==> config.mk <==
export PLATFORM = sky130hd
export DESIGN_NAME = hnf_txreq
export DESIGN_NICKNAME = d
export VERILOG_FILES = /design/src/rtl/hnf_txreq.sv
export SDC_FILE = /design/constraint.sdc
export NUM_CORES = 1
export LEC_CHECK = 0
export CAP_MARGIN = 10
export CORE_MARGIN = 1
export CORE_UTILIZATION = 50
export CTS_CLUSTER_SIZE = 28
export DETAILED_ROUTE_END_ITERATION = 10
export PLACE_DENSITY = 0.69
export RECOVER_POWER = 50
export SETUP_SLACK_MARGIN = 0.02
export SLEW_MARGIN = 5
export SYNTH_ARGS = -nofsm -noshare
export SYNTH_HDL_FRONTEND = slang
export SYNTH_SLANG_ARGS = --single-unit
==> constraint.sdc <==
create_clock -name clock -period 9.1 [get_ports clock]
set_clock_uncertainty 0.1 [all_clocks]
set_input_delay 0.91 -clock clock [delete_from_list [all_inputs] [get_ports clock]]
set_output_delay 0.91 -clock clock [all_outputs]
set_load 0.01 [all_outputs]
==> src/rtl/hnf_txreq.sv <==
// Home-node TXREQ link transmitter: buffers ReadNoSnp flits and launches them under CHI L-credit flow control.
// Define HNF_TXREQ_CRD_RETURN_EN to add link deactivation (drain queue, then hand all credits back).
module hnf_txreq #(
   parameter int DEPTH   = 4,
   parameter int CRD_MAX = 15,
   parameter int DATA_W  = 64
) (
   input  logic                     clock,
   input  logic                     reset,
   input  logic [DATA_W-1:0]        read_no_snp,
   input  logic                     read_no_snp_v,
   output logic                     read_no_snp_rdy,
   output logic [DATA_W-1:0]        txreqflit,
   output logic                     txreqflitv,
   output logic                     txreqflitpend,
   input  logic                     txreqlcrdv,
   output logic [3:0]               crd_cnt,
   output logic [$clog2(DEPTH):0]   fifo_cnt,
   output logic                     crd_ovf_err
`ifdef HNF_TXREQ_CRD_RETURN_EN
   ,
   input  logic                     link_deact_req,
   output logic                     link_deact_done
`endif
);

   localparam int AW = $clog2(DEPTH);

   logic [DATA_W-1:0] mem [DEPTH];
   logic [AW-1:0]     wr_ptr;
   logic [AW-1:0]     rd_ptr;
   logic              pop;
   logic              ret_flit;
   logic              launch;
   logic              enq;
   logic              fifo_open;

   // Credit count update, clamped at the link maximum.
   function automatic logic [3:0] crd_next(input logic [3:0] c, input logic inc, input logic dec);
      logic [4:0] s;
      s = {1'b0, c} + {4'd0, inc} - {4'd0, dec};
      if (s > 5'(CRD_MAX))
         s = 5'(CRD_MAX);
      return s[3:0];
   endfunction

`ifdef HNF_TXREQ_CRD_RETURN_EN
   typedef enum logic [1:0] {RUN, DRAIN, RETURN, DONE} link_state_t;
   link_state_t lstate;

   always_ff @(posedge clock) begin
      if (reset) begin
         lstate          <= RUN;
         link_deact_done <= 1'b0;
      end else begin
         case (lstate)
            RUN:     if (link_deact_req) lstate <= DRAIN;
            DRAIN:   if (fifo_cnt == '0) lstate <= RETURN;
            RETURN:  if (crd_cnt == 4'd0) begin
                        lstate          <= DONE;
                        link_deact_done <= 1'b1;
                     end
            DONE:    if (!link_deact_req) begin
                        lstate          <= RUN;
                        link_deact_done <= 1'b0;
                     end
            default: lstate <= RUN;
         endcase
      end
   end

   always_comb begin
      ret_flit  = (lstate == RETURN) && (crd_cnt != 4'd0);
      fifo_open = (lstate == RUN);
   end
`else
   always_comb begin
      ret_flit  = 1'b0;
      fifo_open = 1'b1;
   end
`endif

   always_comb begin
      pop             = (fifo_cnt != '0) && (crd_cnt != 4'd0);
      launch          = pop || ret_flit;
      read_no_snp_rdy = !reset && fifo_open && (fifo_cnt != (AW+1)'(DEPTH));
      enq             = read_no_snp_v && read_no_snp_rdy;
      txreqflitpend   = (fifo_cnt != '0);
   end

   // Storage carries no reset; occupancy and pointers define validity.
   always_ff @(posedge clock) begin
      if (enq)
         mem[wr_ptr] <= read_no_snp;
   end

   always_ff @(posedge clock) begin
      if (reset) begin
         wr_ptr      <= '0;
         rd_ptr      <= '0;
         fifo_cnt    <= '0;
         crd_cnt     <= 4'd0;
         crd_ovf_err <= 1'b0;
         txreqflitv  <= 1'b0;
         txreqflit   <= '0;
      end else begin
         if (enq)
            wr_ptr <= wr_ptr + 1'b1;
         if (pop)
            rd_ptr <= rd_ptr + 1'b1;
         fifo_cnt <= fifo_cnt + (AW+1)'(enq) - (AW+1)'(pop);
         crd_cnt  <= crd_next(crd_cnt, txreqlcrdv, launch);
         if (txreqlcrdv && (crd_cnt == 4'(CRD_MAX)) && !launch)
            crd_ovf_err <= 1'b1;
         // Launch stage: flit appears on the channel the cycle after the pop.
         txreqflitv <= launch;
         if (pop)
            txreqflit <= mem[rd_ptr];
         else if (ret_flit)
            txreqflit <= '0;
      end
   end

endmodule
==> results by stage, run 1 <==
Power:
- The internal portion of the total power is 3.32 mW.
- The net switching power is 1.45 mW.
- The leakage component of the power is 5.09 nW.
- The fraction of power spent switching nets is 30.4%.
- Across the VDD grid, the largest voltage drop is 0.000292 V.
- The sequential share of power is 42.8%.
- The clock network burns 28.6% of the power.
- Combinational logic burns 28.6% of the power.
- The areal power density over the cells is 314 nW/µm².

Floorplan:
- The y dimension of the die is 160 µm.
- The overall die area is 25,700 µm².
- In this run the count of I/O pins placed on the die edge is 143.
- The x dimension of the die is 160 µm.
- The initial utilization of the core area, before any placement, comes to 51.3%.
- The total area inside the core boundary comes to 24,500 µm².
- In this run the core area contains 57 standard-cell rows.

Critical path:
- The reg-to-reg startpoint is fifo_cnt[1].
- The critical path required time is 8.09 ns.
- The type of destination of the critical path is a primary output.
- For flop-to-flop paths, the worst setup slack is 3.74 ns.
- For this run, the slowest stage of the critical path takes 2.14 ns.
- The maximum fanout along the worst path is 70.
- The length in cells of the worst reg-to-reg path is 12.
- Traced cell by cell, the critical path runs through nor3_4 -> clkbuf_1 -> clkinv_1 -> buf_4 -> clkdlybuf4s50_1.
- The master of the slowest instance on the critical path is clkbuf_1.
- The endpoint identified for the worst register-to-register timing path is fifo_cnt[2].
- Data arrives at the worst endpoint at 4.60 ns.
- The startpoint kind of the worst setup timing path is a flop.
- The critical path in this run is classified as flop to primary output.

Placed design:
- Counting tap cells, the placed design contains a total of 1,144 instances.
- Routability-driven placement finished with a final weighted congestion of 0.745.
- The post-DP HPWL is 14,000 µm.
- The post-placement setup slack is 5.57 ns.
- The placement-stage cell area is 14,100 µm².
- The port buffer count is 142.

Routing:
- The number of DRC markers in iteration 0 is 452.
- The residual antenna-violating net count after detailed routing is 0.
- The number of detailed-route iterations in the first pass is 6.
- Dividing the detail-routed wire length by the instance count gives 21.0 µm.
- For this run, design rule violations remaining after detail routing come to 0.
- The total wire length is 25,300 µm.
- The total via count in the routed design is 6,863.
- Dividing the detail-routed via count by the number of cells gives 5.69.

Synthesis:
- The synthesized netlist cell count is 726.
- The top cell type by total area after synthesis is edfxtp_1.
- For this run, the register share of the synthesized area comes to 73.6%.
- The area share of the leading cell type in the synthesized netlist is 61.3%.
- Counting flops and latches in the post-synthesis netlist gives 333.
- For this run, the number of Yosys warnings is 0.
- The number of synthesized flops with an enable pin is 256.
- The synthesized netlist occupies a cell area of 12,500 µm².
- By area the synthesized netlist is led by edfxtp_1 61%, dfxtp_1 12%, mux4_2 11%.
- The post-synthesis net count is 807.
- Dividing the synthesized area by the synthesized cell count gives 17.3 µm².
- Among all flip-flop cells after synthesis, the most frequent one is edfxtp_1.
- The commonest cells after synthesis are 256 x edfxtp_1, 77 x dfxtp_1, 68 x a21oi_1, 66 x nand3_1, 64 x mux4_2.
- The most used standard cell by instance count after synthesis is edfxtp_1.
- The number of distinct library cells after synthesis is 37.
- The fraction of registers with async set/reset is 0%.

STA:
- For the final routed database, the setup TNS stands at 0 ns.
- Counting I/O delays and the setup requirement, the final critical path takes 5.61 ns.
- Setup repair after global routing left no endpoint under its margin.
- The final count of hold timing violations is 0.
- Setup violations remaining at the end of the flow were counted as 0.
- In this run the tightest slew margin relative to its limit is -156%.
- The final count of pins violating max slew is 155.
- The slew of the pin with the lowest slew margin is 3.84 ns.
- The final critical path takes up 61.7% of the cycle.
- The highest clock rate is 0.178 GHz.
- Across all setup checks in the final design, the least slack found is 3.49 ns.

Clocking:
- The clock drives 333 sinks.
- The clock tree synthesis step divided the H-tree into 2 levels.
- The number of hold buffers added after CTS was 0.
- The number of clock buffers added by TritonCTS is 35.
- TritonCTS built the clock tree.
- The clock passes through at most 3 buffers.
- The source-to-sink clock delay at the later pin of the worst-skew pair is 0.50 ns.
- The cell sitting at the root of the clock tree is a clkbuf_16.
- Post-CTS repair changed the size of 0 cells.
- After clock tree synthesis, the setup repair step added 0 buffers.
- The CTS clock-pin slew for the worst setup and hold paths is 0.06 ns.

GRT:
- The total grt overflow is 0.
- For met1 alone, demand over resource in global routing was 26.1%.
- The layer flagged by global routing as most heavily used is met2.
- The wire length of the first global-routing pass is 39,800 µm.
- The met3 global-route usage is 3.49%.
- The initial antenna violation count is 0.
- The via count of the first global-routing pass came to 7,343.
- Global routing used 35.3% of the available met2 tracks.
- The total track usage is 20.2%.
- The maximum number of pins on one net before global-route repair is 84.

Min path:
- Counting instances, the worst hold path has a depth of 2.
- The type of the worst min-delay path is flop to flop.
- The path with the worst hold slack has its endpoint at txreqflit[56].
- The worst hold path begins at txreqflit[56].

Final layout:
- The count of fill cells added during filler insertion is 1,731.
- At the end of the flow, the number of nets in the layout was 938.
- After the flow finishes, the layout carries non-filler instances totaling 1,207.
- Of the cells placed in the final design, the portion with a size suffix greater than 1 is 14.5%.
- The sequential cells in the finished layout cover a total of 9240 µm².
- From synthesis to final layout, the design area changed by 21.5%.
- The multi-input combinational cells in the finished layout cover a total of 2990 µm².
- The antenna diode count is 0.
- The cell area after layout is 15,200 µm².

Status:
- The flow ran to the end, but the final reports show violations.
- The final reports fail on capacitance limit, slew limit.

Job:
- Across the run, the number of max-cap violations was 2.
==> cell families (layout without fill, tap and decap cells) <==
kind of cell / after synthesis / in the layout / synth area share [%]
and+or+nand+nor: 105 / 105 / 4.32
DFF: 333 / 333 / 73.6
AOI/OAI and AO/OA: 144 / 144 / 6.03
xor gates and xnor gates: 3 / 3 / 0.210
adders and majority gates: 13 / 13 / 1.42
muxes: 66 / 66 / 11.7
buffers and inverters: 62 / 219 / 2.74
==> power groups by stage <==
stage | logic (mW) | clock network (mW) | registers [mW]
after floorplan | 0.875 | 0 | 2.04
after global placement | 1.36 | 0 | 2.06
after detailed placement | 1.41 | 0 | 2.08
after CTS | 1.42 | 1.39 | 2.05
after global routing | 1.49 | 1.45 | 2.08
final | 1.37 | 1.36 | 2.04
==> through the flow <==
stage | util, % | power [mW] | hold WS [ns]
2_1_floorplan | - | 2.92 | 0.392
3_3_place_gp | 57.7 | 3.43 | 0.365
3_5_place_dp | 57.7 | 3.49 | 0.369
4_1_cts | 62.3 | 4.86 | 0.377
5_1_grt | 62.3 | 5.01 | 0.393
6_report | 62.3 | 4.78 | 0.371
==> metal layers <==
metal  wire length [µm]  share of wire [%]  up-vias
met5                  0                  0        -
met4                387                1.5        0
met3               1570                6.2       33
met2              13100                 52      236
met1              10300                 41     3473
li1                   -                  -     3121
==> placed cells by master (no fill, tap or decap), types with 2 or more instances in the layout <==
cell type          n
a2111oi_0          4
a211oi_1           3
a21oi_1           68
and2_1             2
and2_4             4
buf_4              3
bufinv_16          2
clkbuf_1          11
clkbuf_16         37
clkbuf_8           2
clkdlybuf4s50_1   25
clkinv_1           5
clkinv_2           6
dfxtp_1           75
dfxtp_4            2
dlygate4sd3_1    116
edfxtp_1         256
fa_1               2
ha_1              11
inv_1              9
mux2_2             2
mux4_2            64
nand2_1            3
nand2b_1           3
nand3_1           66
nor2_1            15
nor2b_1            3
o21ai_0           61
o21ai_1            5
or3_1              3
xnor2_1            2
==> critical path: cells and delay by family, from the launching register on <==
family / cells / cell delay [ns]
and+or+nand+nor: 1 / 0.18
DFF: 1 / 0.40
buffers and inverters: 4 / 3.52
==> flip-flops by register name, indices dropped and copies added (netlist names) <==
name / cells
txreqflit: 64
crd_cnt: 4
mem: 256
txreqflitv: 1
rd_ptr: 2
fifo_cnt: 3
crd_ovf_err: 1
wr_ptr: 2
==> worst max path at each step <==
stage | startpoint | slack [ns] | endpoint | cells past startpoint
4_1_cts | fifo_cnt[1] | 5.21 | txreqflitpend | 5
5_1_grt | fifo_cnt[1] | 3.22 | txreqflitpend | 5
3_3_place_gp | reset | 5.73 | mem[0][13] | 4
3_5_place_dp | crd_cnt[3] | 5.57 | crd_cnt[0] | 12
2_1_floorplan | reset | 5.68 | mem[0][0] | 3
6_report | fifo_cnt[1] | 3.49 | txreqflitpend | 5
==> layout make-up <==
| type | instances | area share (%) |
|---|---|---|
| Clock buffer | 48 | 6.48 |
| Clock inverter | 15 | 0.854 |
| Inverter | 10 | 0.246 |
| Multi-Input combinational cell | 331 | 19.6 |
| Sequential cell | 333 | 60.7 |
| Tap cell | 324 | 2.66 |
| Timing Repair Buffer | 146 | 9.47 |
Power figures use the tool's default switching activity.
==> run 2, diff against run 1 <==
==> constraint.sdc (replaced) <==
create_clock -name clock -period 5.6 [get_ports clock]
set_clock_uncertainty 0.1 [all_clocks]
set_input_delay 0.56 -clock clock [delete_from_list [all_inputs] [get_ports clock]]
set_output_delay 0.56 -clock clock [all_outputs]
set_load 0.01 [all_outputs]
==> run 2 against run 1 <==
  * The run now ends clean
  * Critical path depth increased by 7
  * Sequential share of layout area barely moved
  * Final area is essentially flat
  * Critical endpoint is now crd_cnt[2]
  * Cell count shrank 0.50%
  * Total power up 62%
  * Clock power rose by 63%
  * Die area unchanged
  * Global-route usage down 0.58 points
==> results by stage, run 2 (synthesized netlist as in run 1, its figures left out) <==
Status:
- The run finished with clean final reports.

Floorplan:
- The y dimension of the die is 160 µm.
- The initial utilization of the core area, before any placement, comes to 51.3%.
- In this run the core area contains 57 standard-cell rows.
- The total area inside the core boundary comes to 24,500 µm².
- The overall die area is 25,700 µm².
- The floorplan step set the die width to 160 µm.
- During I/O placement, the number of pins put on the boundary was 143.

STA:
- Setup slack on the critical path of the routed design comes to 1.93 ns.
- Headroom to the max-slew limit came out at 27.3%.
- For the pin with the worst max-slew slack, the measured transition is 1.09 ns.
- The final clock period utilization by the worst path is 65.5%.
- Setup repair after global routing left no endpoint under its margin.
- The time the worst path needs with I/O delays and setup is 3.67 ns.
- The post-route setup TNS is 0 ns.
- Derived from the worst setup path, the maximum achievable clock frequency is 0.272 GHz.
- The final count of hold timing violations was 0.
- Setup violations remaining at the end of the flow were counted as 0.
- The final count of pins violating max slew came to 0.
- The final hold slack is 0.377 ns.

Routing:
- The number of detailed-route iterations in the first pass is 5.
- The residual antenna-violating net count after detailed routing is 0.
- The number of DRC markers in iteration 0 is 479.
- The detailed-route wire length per cell is 20.9 µm.
- After detailed routing, the total wire length is 25,100 µm.
- The detailed router placed 6,896 vias in this run.
- After detailed routing, the number of vias per cell comes to 5.74.
- The remaining routing DRC violations is 0.

Power:
- In this run the power density over the cells is 508 nW/µm².
- The leakage component of the power is 5.14 nW.
- Across the VDD grid, the largest voltage drop is 0.000392 V.
- The total power of the final layout is 7.73 mW.

GRT:
- After global routing the overflow that remains totals 0.
- Entering global routing, the biggest net connects 84 pins.
- The initial antenna violation count is 0.
- The wire length of the first global-routing pass is 38,800 µm.
- Global routing used 19.6% of the available tracks.
- The via count of the first global-routing pass came to 7,054.

Final layout:
- The net total in the final layout is 934.
- The flip-flop count of the largest register, all copies and words added is 256.
- The fraction of layout instances using a drive strength above 1 is 15.2%.
- The non-filler instance count after layout is 1,201.
- Leaving out fill and tap cells, the most frequent cell in the layout is edfxtp_1.
- Counting the fill cells in the layout gives 1,681.
- The register with the most flip-flops in the final layout is mem.
- Leaving out fill and tap cells, the most frequent cells in the layout are 256 x edfxtp_1, 137 x dlygate4sd3_1, 75 x dfxtp_1.
- The antenna diode count is 0.
- The largest registers in the layout are mem: 256 flops, txreqflit: 64 flops, crd_cnt: 4 flops.
- Relative to the synthesized area, the layout overhead comes to 21.5%.

Critical path:
- Along the worst path, the maximum fanout reaches 67.
- For the worst setup path, the data required time is 5.89 ns.
- The largest single stage delay on the critical path is 0.51 ns.
- The worst setup path is captured at a flop.
- At the worst endpoint, the arrival time is 3.96 ns.
- Traced cell by cell, the critical path runs through inv_1 -> ha_1 -> nor3b_4 -> buf_4 -> or3_1 -> nand2_1 -> ha_1 -> inv_1 -> fa_1 -> nand2b_1 -> a2111oi_0 -> a211oi_1.
- The number of cells on the worst reg-to-reg path is 12.
- The slowest stage of the critical path belongs to the cell a2111oi_0.
- The worst setup path is of the flop to flop kind.
- STA classifies the critical path startpoint as a flop.

Placed design:
- The port buffer count is 142.
- In this run, placement finished with an instance count of 1,144.
- Timing analysis after detailed placement gives a worst setup slack of 2.05 ns.
- The last weighted congestion value of the routability-driven placer is 0.760.
- The wire-length estimate of the detail-placed layout is 14,000 µm.

Clocking:
- The count of instances resized after the clock tree is built is 0.
- At the later pin of the worst-skew pair, clock insertion delay measures 0.55 ns.
- The TritonCTS clock tree is done.
- The TritonCTS sink count is 333.
- CTS built an H-tree with a depth of 1.
- Clock tree synthesis inserted a total of 31 buffers.
- After clock tree synthesis, the clock-pin slew on the worst setup and hold paths is 0.07 ns.
- The number of buffers added to fix hold violations after cts is 0.
- Post-CTS timing repair inserted 0 buffers for setup.
- In this run the clock root is driven by a clkbuf_16.
- The clock passes through at most 3 buffers.

Job:
- The max capacitance violation total is 0.

Min path:
- The instance count along the most critical hold path is 2.
- The tightest min-delay check is of the flop to flop type.
[run 2: changes by cell type in the layout (fill, tap and decap cells not counted), moves of 2 or more]
cell / previous run / this run
bufinv_16: 2 / 5
clkbuf_16: 37 / 32
clkdlybuf4s50_1: 25 / 4
clkbuf_1: 11 / 2
clkbuf_8: 2 / 7
clkinv_1: 5 / 3
buf_4: 3 / 5
dlygate4sd3_1: 116 / 137
[run 2: worst paths after layout]
kind                            slack [ns]           to         from
worst max-delay path                  1.93   crd_cnt[2]   crd_cnt[3]
worst min-delay path                  0.38  crd_ovf_err  crd_ovf_err
worst max register to register        1.93   crd_cnt[2]   crd_cnt[3]
worst min register to register        0.38  crd_ovf_err  crd_ovf_err
[run 2: area by class of cell]
type                    instances  area, µm²  share of cell area (%)
flip-flops and latches        333       9240                    60.6
multi-input cells             331       2990                    19.6
clock inverters                16        206                    1.36
well taps                     324        405                    2.66
inverters                      10       37.5                   0.246
repair buffers                146       1450                    9.51
clock buffers                  41        905                    5.94
[run 2: critical path: cells and delay by family (launching register included)]
family,cells,cell delay (ns)
AOI/OAI and AO/OA,2,0.61
adders and majority gates,3,0.83
and+or+nand+nor,4,0.93
DFF,1,0.47
buffers and inverters,3,0.58
[run 2: power by group]
part           internal [mW]  total, mW  switching, mW
Clock                   1.36       2.22          0.865
Sequential              3.01       3.35          0.335
Combinational           1.03       2.16           1.13
Total                   5.40       7.73           2.33
[run 2: metrics by stage]
step | utilization (%) | cell area (µm²)
after floorplan | - | 12500
after global placement | 57.7 | 14100
after detailed placement | 57.7 | 14100
after CTS | 62.3 | 15200
after global routing | 62.3 | 15200
final | 62.3 | 15200
[run 2: routing by layer]
| layer | global-route usage (%) | part of all wire [%] | up-vias |
|---|---|---|---|
| li1 | - | - | 3111 |
| met1 | 25.3 | 41 | 3507 |
| met2 | 34.9 | 52 | 234 |
| met3 | 3.05 | 5.7 | 44 |
| met4 | 4.81 | 1.6 | 0 |
| met5 | 0 | 0 | - |
